===== src/rtl/reduction_mask_bank.sv =====
// Per-channel bit-reduction mask bank. Config edits go to shadow keep counts and
// reach the active masks only on frame_start. Pixels are ANDed with the active masks in two stages.
module reduction_mask_bank #(
    parameter int CHANNELS = 3,
    parameter int WIDTH    = 8,
    parameter int SEL_W    = 2,
    parameter int KW       = 4,
    parameter logic [CHANNELS*KW-1:0] DEFAULT_KEEP = {4'd2, 4'd2, 4'd3}
) (
    input  logic                      clk,
    input  logic                      reset_n,
    input  logic                      cfg_valid,
    output logic                      cfg_ready,
    input  logic [SEL_W-1:0]          cfg_sel,
    input  logic [1:0]                cfg_op,
    input  logic [KW-1:0]             cfg_keep,
    output logic                      cfg_err,
    input  logic                      frame_start,
    output logic                      pending,
    input  logic                      pix_valid_in,
    input  logic [CHANNELS*WIDTH-1:0] pix_in,
    output logic                      pix_valid_out,
    output logic [CHANNELS*WIDTH-1:0] pix_out,
    output logic [CHANNELS*WIDTH-1:0] mask_out
);
    localparam int PW = CHANNELS * WIDTH;
    localparam logic [KW-1:0] KEEP_MAX = KW'(WIDTH);

    logic [CHANNELS*KW-1:0] shadow_q, shadow_d, active_q, active_d;
    logic                   ready_q, ready_d;
    logic                   err_q, err_d;
    logic                   pending_q, pending_d;
    logic                   s1_valid_q, s1_valid_d;
    logic [PW-1:0]          s1_pix_q, s1_pix_d;
    logic [PW-1:0]          s1_mask_q, s1_mask_d;
    logic                   out_valid_q, out_valid_d;
    logic [PW-1:0]          out_pix_q, out_pix_d;
    logic                   accept, sel_bad;
    logic [KW-1:0]          cur_keep, def_keep, new_keep;

    // Top 'keep' bits set: bit b is kept when b >= WIDTH - keep.
    function automatic logic [WIDTH-1:0] keep_to_mask(input logic [KW-1:0] keep);
        logic [WIDTH-1:0] m;
        for (int b = 0; b < WIDTH; b++) begin
            m[b] = ((int'(keep) + b) >= WIDTH);
        end
        return m;
    endfunction

    always_comb begin
        mask_out = '0;
        for (int c = 0; c < CHANNELS; c++) begin
            mask_out[c*WIDTH +: WIDTH] = keep_to_mask(active_q[c*KW +: KW]);
        end
    end

    assign cfg_ready     = ready_q & ~frame_start;
    assign accept        = cfg_valid & cfg_ready;
    assign sel_bad       = (int'(cfg_sel) >= CHANNELS);
    assign cfg_err       = err_q;
    assign pending       = pending_q;
    assign pix_valid_out = out_valid_q;
    assign pix_out       = out_pix_q;

    always_comb begin
        cur_keep = '0;
        def_keep = '0;
        for (int c = 0; c < CHANNELS; c++) begin
            if (int'(cfg_sel) == c) begin
                cur_keep = shadow_q[c*KW +: KW];
                def_keep = DEFAULT_KEEP[c*KW +: KW];
            end
        end
        case (cfg_op)
            2'b00:   new_keep = (cfg_keep > KEEP_MAX) ? KEEP_MAX : cfg_keep;
            2'b01:   new_keep = (cur_keep >= KEEP_MAX) ? KEEP_MAX : cur_keep + KW'(1);
            2'b10:   new_keep = (cur_keep == '0) ? '0 : cur_keep - KW'(1);
            default: new_keep = def_keep;
        endcase
    end

    always_comb begin
        shadow_d = shadow_q;
        active_d = active_q;
        // frame_start blocks acceptance, so a commit never races a shadow edit.
        if (frame_start) begin
            active_d = shadow_q;
        end
        if (accept && !sel_bad) begin
            for (int c = 0; c < CHANNELS; c++) begin
                if (int'(cfg_sel) == c) begin
                    shadow_d[c*KW +: KW] = new_keep;
                end
            end
        end
        err_d     = err_q | (accept & sel_bad);
        ready_d   = 1'b1;
        pending_d = (shadow_d != active_d);

        s1_valid_d  = pix_valid_in;
        s1_pix_d    = pix_in;
        s1_mask_d   = mask_out;
        out_valid_d = s1_valid_q;
        out_pix_d   = s1_valid_q ? (s1_pix_q & s1_mask_q) : out_pix_q;
    end

    always_ff @(posedge clk) begin
        if (!reset_n) begin
            shadow_q    <= DEFAULT_KEEP;
            active_q    <= DEFAULT_KEEP;
            ready_q     <= 1'b0;
            err_q       <= 1'b0;
            pending_q   <= 1'b0;
            s1_valid_q  <= 1'b0;
            s1_pix_q    <= '0;
            s1_mask_q   <= '0;
            out_valid_q <= 1'b0;
            out_pix_q   <= '0;
        end else begin
            shadow_q    <= shadow_d;
            active_q    <= active_d;
            ready_q     <= ready_d;
            err_q       <= err_d;
            pending_q   <= pending_d;
            s1_valid_q  <= s1_valid_d;
            s1_pix_q    <= s1_pix_d;
            s1_mask_q   <= s1_mask_d;
            out_valid_q <= out_valid_d;
            out_pix_q   <= out_pix_d;
        end
    end
endmodule


===== config.mk =====
export PLATFORM = sky130hd
export DESIGN_NAME = reduction_mask_bank
export DESIGN_NICKNAME = d
export VERILOG_FILES = /design/src/rtl/reduction_mask_bank.sv
export SDC_FILE = /design/constraint.sdc
export NUM_CORES = 1
export LEC_CHECK = 0
export CORE_MARGIN = 4
export CORE_UTILIZATION = 50
export DETAILED_ROUTE_END_ITERATION = 10
export GPL_ROUTABILITY_DRIVEN = 0
export PLACE_DENSITY_LB_ADDON = 0.2
export SETUP_SLACK_MARGIN = 0.05
export SYNTH_ARGS = -nofsm -noshare
export SYNTH_HDL_FRONTEND = slang
export SYNTH_SLANG_ARGS = --single-unit

===== constraint.sdc =====
create_clock -name clk -period 4.05 [get_ports clk]
set_input_delay 0.81 -clock clk [delete_from_list [all_inputs] [get_ports clk]]
set_output_delay 0.81 -clock clk [all_outputs]
set_load 0.01 [all_outputs]

==> reports/results.tsv, run 1 <==
metric	value	unit
core_area	8220	um^2
r2r_cells	10	
ant_nets	0	
min_period	3.66	ns
gr-total-overflow	0	
die_height	100	um
min_from	s1_pix_q[0]	
crit_family	compound AO/OA/AOI/OAI gates	
antenna_cells	0	
die_x	100	um
hold_path_depth	2	
slowest_stage	clkdlybuf4s50_1	
route.detailed.drc	0	
crit_top_cell	ha_1	
synthTopCellsByArea	dfxtp_1, and2_1, a21oi_1	
reg2reg_setup_slack	1.46	ns
multi_input_area	2000	um^2
syn-num-nets	503	
ys.warnings.count	0	
antenna_found_initial	0	
via_count	3423	
tightest_slew	0.840	ns
peakVddDrop	0.000188	V
dp_slack	0.0557	ns
finalSetupViolations	0	
cts_tree	built	
hold_class	reg -> reg	
critPathBufInv	3	
dieArea	10000	um^2
seq_area	2020	um^2
port_buffers	88	
layout_setup_ws	0.392	ns
grt_use_total	0.197	
fp-row-count	33	
tns	0	ns
ys_ff_latch	101	
viasPerCell	5.34	
cp-start-kind	input port	
syn2layout_area_growth	26.6	%
grt_start_max_net_pins	53	
min_to	pix_out[0]	
r2r-start	shadow_q[5]	
cellLeakagePower	0.00207	uW
crit-reg2reg-capture	pending	
cp-end-kind	flip-flop	
synth_most_common_cell	dfxtp_1	
critical_path_class	in -> reg	
wirelength	9790	um
syn_avg_cell_area	9.18	um^2
hold_violations	0	
synth-edff-count	0	
cts_buffers	9	
cap_violations	0	
cts_hold_buffers	0	
slew_headroom	0.439	
cts.path.max_buffers	2	
routedWlPerCell	15.3	um
holdWs	0.466	ns
clock_latency	0.36	ns
fin_nets	573	
first_iter_violations	116	
crit_arrival	3.91	ns
first_global_vias	3240	
fin_worst_skew	0.0106	ns
ys_top_cells_by_count	dfxtp_1, a21oi_1, and2_1, clkbuf_1	
start_util	0.515	
dr.pass1.iters	4	
dp_hpwl	6960	um
htree_levels	3	
status	completed	
crit_path_max_incr_delay	0.47	ns
yosys_most_used_dff	dfxtp_1	
total_power	1890	uW
synth_top_cell_by_area	dfxtp_1	
synth_seq_area_share	0.478	
p_per_area	353	nW/um^2
cts_resized	0	
grt_first_pass_wirelength	15700	um
clkTransAtPathRegs	0.10	ns
synthCells	461	
slew_violations	0	
yosysTopAreaCellShare	0.478	
rsz0062_at_grt	false	
root_buffer	clkbuf_8	
period_share	0.903	
crit_fanout	11	
cts_sinks	101	
cp_cell_sequence	clkdlybuf4s50_1 -> inv_1 -> ha_1 -> a21oi_1 -> a22oi_4 -> inv_2 -> ha_1 -> and3_1 -> o32a_1 -> a21oi_4 -> mux2i_1 -> a31oi_1 -> o41a_1	
layout-drive-gt1-share	0.0709	
synth.distinct_cells	56	
syn_area	4230	um^2
cts_setup_buffers	0	
fill_cells	677	
io-pin-count	89	
async_reset_ff_frac	0	
required	4.30	ns
fmax	273	MHz
## cells in the final DEF, fill, tap and decap left out, types with 3 or more instances in the layout
cell	Yosys	routed
nor2b_1	3	3
and2_1	42	42
o21ai_0	5	5
clkdlybuf4s50_1	0	88
nor2_1	29	29
a211oi_1	4	4
nor3_1	7	7
xnor2_1	10	10
o21a_1	4	4
dfxtp_1	101	101
clkbuf_8	0	10
xor2_1	5	5
a22o_1	4	4
nand2_1	21	21
nand3_1	28	28
nand2b_1	29	29
a21oi_1	42	42
nand3b_1	4	4
o211ai_1	5	5
buf_4	1	7
inv_1	10	10
mux2i_1	13	13
a21o_1	6	6
or3_1	4	4
inv_2	3	3
ha_1	5	5
## where the power goes
part | internal (uW) | switching [uW]
Combinational | 97.6 | 97.2
Sequential | 1020 | 11.5
Clock | 314 | 352
## worst reg2reg max path: stages, from the launching register on
cell and delay [ns]:
dfxtp_1 0.43, a21oi_1 0.13, a22oi_4 0.23, inv_2 0.10, ha_1 0.29, and3_1 0.17
o32a_1 0.20, a21oi_4 0.21, mux2i_1 0.21, a31oi_1 0.10, o41a_1 0.42
## cell type report
cell class,count,share of cell area
well taps,105,0.0245
inverters,13,0.00911
flip-flops and latches,101,0.378
repair buffers,95,0.174
clock buffers,10,0.0257
multi-input cells,311,0.374
clock inverters,6,0.0145
## per-stage QoR
step,instance area (um^2),instances,utilization
after floorplan,4230,461,-
after global placement,5140,625,0.625
after detailed placement,5140,625,0.625
after CTS,5350,641,0.652
after global routing,5350,641,0.652
final,5350,641,0.652
## registers in the layout, summed over array words and instances (netlist names)
register,cells
active_q,12
pix_out,24
s1_pix_q,24
cfg_err,1
ready_q,1
s1_mask_q,24
shadow_q,12
pending,1
out_valid_d,1
pix_valid_out,1
## how the worst max path moves through the flow
stage                   end        from  cells after the start  slack (ns)
floorplan           pending  cfg_sel[1]                     13        0.75
global placement    pending  cfg_sel[0]                     13        0.20
detailed placement  pending  cfg_sel[0]                     13        0.06
CTS                 pending  cfg_sel[0]                     13        0.42
global route        pending  cfg_sel[0]                     13        0.22
finish              pending  cfg_sel[0]                     13        0.39
## logic make-up (layout without fill, tap and decap cells)
| group | Yosys count | count (layout) | share of synthesized area |
|---|---|---|---|
| AO/OA/AOI/OAI | 98 | 98 | 0.165 |
| XOR/XNOR | 15 | 15 | 0.0311 |
| adder cells (fa/ha/maj) | 5 | 5 | 0.0148 |
| buffers and inverters | 49 | 124 | 0.0485 |
| flip-flops | 101 | 101 | 0.478 |
| multiplexers | 13 | 13 | 0.0308 |
| AND/OR/NAND/NOR | 180 | 180 | 0.232 |
## routing by layer
layer | share of wire | global-route usage | up-vias
met1 | 0.45 | 0.258 | 1598
met5 | 0 | 0 | -
met3 | 0.057 | 0.0417 | 15
li1 | - | - | 1718
met4 | 0.016 | 0.0549 | 0
met2 | 0.48 | 0.329 | 92
No activity file was read; power rests on OpenSTA's default activity.
==> run 2: changes to the inputs <==
Clock period 4.05 ns to 3.4 ns, I/O delays scaled along.
==> run 2 against run 1 <==
Hold slack gained 0.0045 ns; via count grew 3.9%; first-iteration DRC count grew 6.9%; sequential power is 19% higher; non-clock buffer count increased by 30; clock-buffer cell count fell by 1; cell area increased by 3.9%; core utilization rose by 2.6 points; critical path depth up 1; die area unchanged; largest cell class unchanged; highest routed layer unchanged.
==> reports/results.tsv, run 2 (synthesized netlist as in run 1, its figures left out) <==
metric	value	unit	change
cellLeakagePower	0.00222	uW	was 0.00207 uW
holdWs	0.470	ns	was 0.466 ns
rsz0062_at_grt	false		unchanged
grt_first_pass_wirelength	16300	um	was 15,700 um
port_buffers	88		unchanged
clock_latency	0.36	ns	about the same
tightest_slew	0.539	ns	was 0.840 ns
cp_cell_sequence	dlymetal6s2s_1 -> inv_1 -> ha_2 -> a21oi_1 -> a22oi_4 -> inv_2 -> ha_1 -> and3_1 -> o32a_1 -> a21oi_4 -> buf_4 -> xor2_1 -> a21oi_1 -> o41a_1		was clkdlybuf4s50_1 -> inv_1 -> ha_1 -> a21oi_1 -> a22oi_4 -> inv_2 -> ha_1 -> and3_1 -> o32a_1 -> a21oi_4 -> mux2i_1 -> a31oi_1 -> o41a_1
ant_nets	0		unchanged
mostFrequentLayoutCells	dfxtp_1, clkdlybuf4s50_1, a21oi_1, and2_1, buf_4		was dfxtp_1, clkdlybuf4s50_1, a21oi_1, and2_1
hold_violations	0		unchanged
grt_start_max_net_pins	53		unchanged
slowest_stage	o41a_1		was clkdlybuf4s50_1
antenna_cells	0		unchanged
dp_hpwl	7350	um	was 6960 um
cp-start-kind	input port		unchanged
final_common_cell	dfxtp_1		unchanged
fmax	346	MHz	
required	3.65	ns	was 4.30 ns
via_count	3557		was 3,423
route.top_layer_used	met4		unchanged
start_util	0.515		unchanged
finalSetupViolations	0		unchanged
slew_violations	0		unchanged
crit_top_cell	a21oi_1		was ha_1
cts_buffers	9		unchanged
cts_hold_buffers	0		unchanged
critPathBufInv	4		was 3
cts_sinks	101		unchanged
crit_path_max_incr_delay	0.40	ns	was 0.47 ns
dr.pass1.iters	5		was 4
first_iter_violations	124		was 116
crit_family	compound AO/OA/AOI/OAI gates		unchanged
route.detailed.drc	0		unchanged
tns	0	ns	unchanged
wl_met3	603	um	was 555 um
syn2layout_area_growth	31.6	%	was 26.6%
cap_violations	0		unchanged
antenna_found_initial	0		unchanged
fin_worst_skew	0.0158	ns	was 0.0106 ns
cts_tree	built		unchanged
grt_use_total	0.202		was 0.197
dieArea	10000	um^2	unchanged
clkTransAtPathRegs	0.10	ns	about the same
hold_class	reg -> reg		unchanged
cp-end-kind	flip-flop		unchanged
htree_levels	3		unchanged
slew_headroom	0.638		was 0.439
die_height	100	um	unchanged
min_period	2.89	ns	
period_share	0.850		
routedWlPerCell	15.0	um	was 15.3 um
critical_path_class	in -> reg		unchanged
met2_length	4640	um	was 4650 um
crit_arrival	3.14	ns	was 3.91 ns
die_x	100	um	unchanged
core_area	8220	um^2	unchanged
p_per_area	399	nW/um^2	was 353 nW/um^2
fin_nets	603		was 573
reg2reg_setup_slack	0.91	ns	was 1.46 ns
fp-row-count	33		unchanged
layout-drive-gt1-share	0.127		was 0.0709
io-pin-count	89		unchanged
peakVddDrop	0.000270	V	was 0.000188 V
wirelength	10100	um	was 9790 um
gr-total-overflow	0		unchanged
met1_length	4560	um	was 4420 um
cts.path.max_buffers	2		unchanged
root_buffer	clkbuf_8		unchanged
status	completed		unchanged
first_global_vias	3356		was 3,240
crit_fanout	10		was 11
viasPerCell	5.30		was 5.34
-- run 2: tightest hold or removal path, stage by stage, from the launching register on --
cell,delay (ns)
dfxtp_1,0.31
nand3_1,0.07
a21oi_1,0.06
-- run 2: per-stage QoR --
stage,worst slack [ns],power [uW],utilization,instance area [um^2],cells
after global placement,-0.196,1510,0.651,5350,653
final,0.512,2220,0.677,5570,671
after floorplan,0.235,1390,-,4230,461
after global routing,0.338,2310,0.677,5570,671
after detailed placement,-0.324,1510,0.651,5350,653
after CTS,0.0623,2230,0.674,5540,669
-- run 2: area by class of cell --
class | instances | area [um^2]
fillers | 687 | 2650
flip-flops and latches | 101 | 2020
multi-input cells | 311 | 2010
repair buffers | 125 | 1160
well taps | 105 | 131
clock buffers | 9 | 124
clock inverters | 7 | 65.1
inverters | 13 | 48.8
-- run 2: where the power goes --
group	total, uW	internal, uW	switching (uW)	leakage, uW
clock network	728	286	443	0.0000995
logic	267	144	123	0.00129
registers	1230	1210	13.5	0.000825
total	2220	1640	579	0.00222
-- run 2: what timing repair did --
action | CTS | global route
resized for setup | 0 | 6
endpoints found under the setup margin | 0 | 1
buffers inserted | 0 | 2
-- run 2: path summary, 6_finish.rpt --
path / to / cells past startpoint / from
max: pending / 14 / cfg_sel[0]
min reg2reg: pix_out[10] / 2 / s1_pix_q[10]
min: pix_out[10] / 2 / s1_pix_q[10]
max reg2reg: pending / 10 / shadow_q[4]
-- run 2: routing by layer --
metal | up-vias | GRT usage
met1 | 1634 | 0.267
met5 | - | 0
li1 | 1786 | -
met3 | 24 | 0.0361
met2 | 113 | 0.326
met4 | 0 | 0.0870
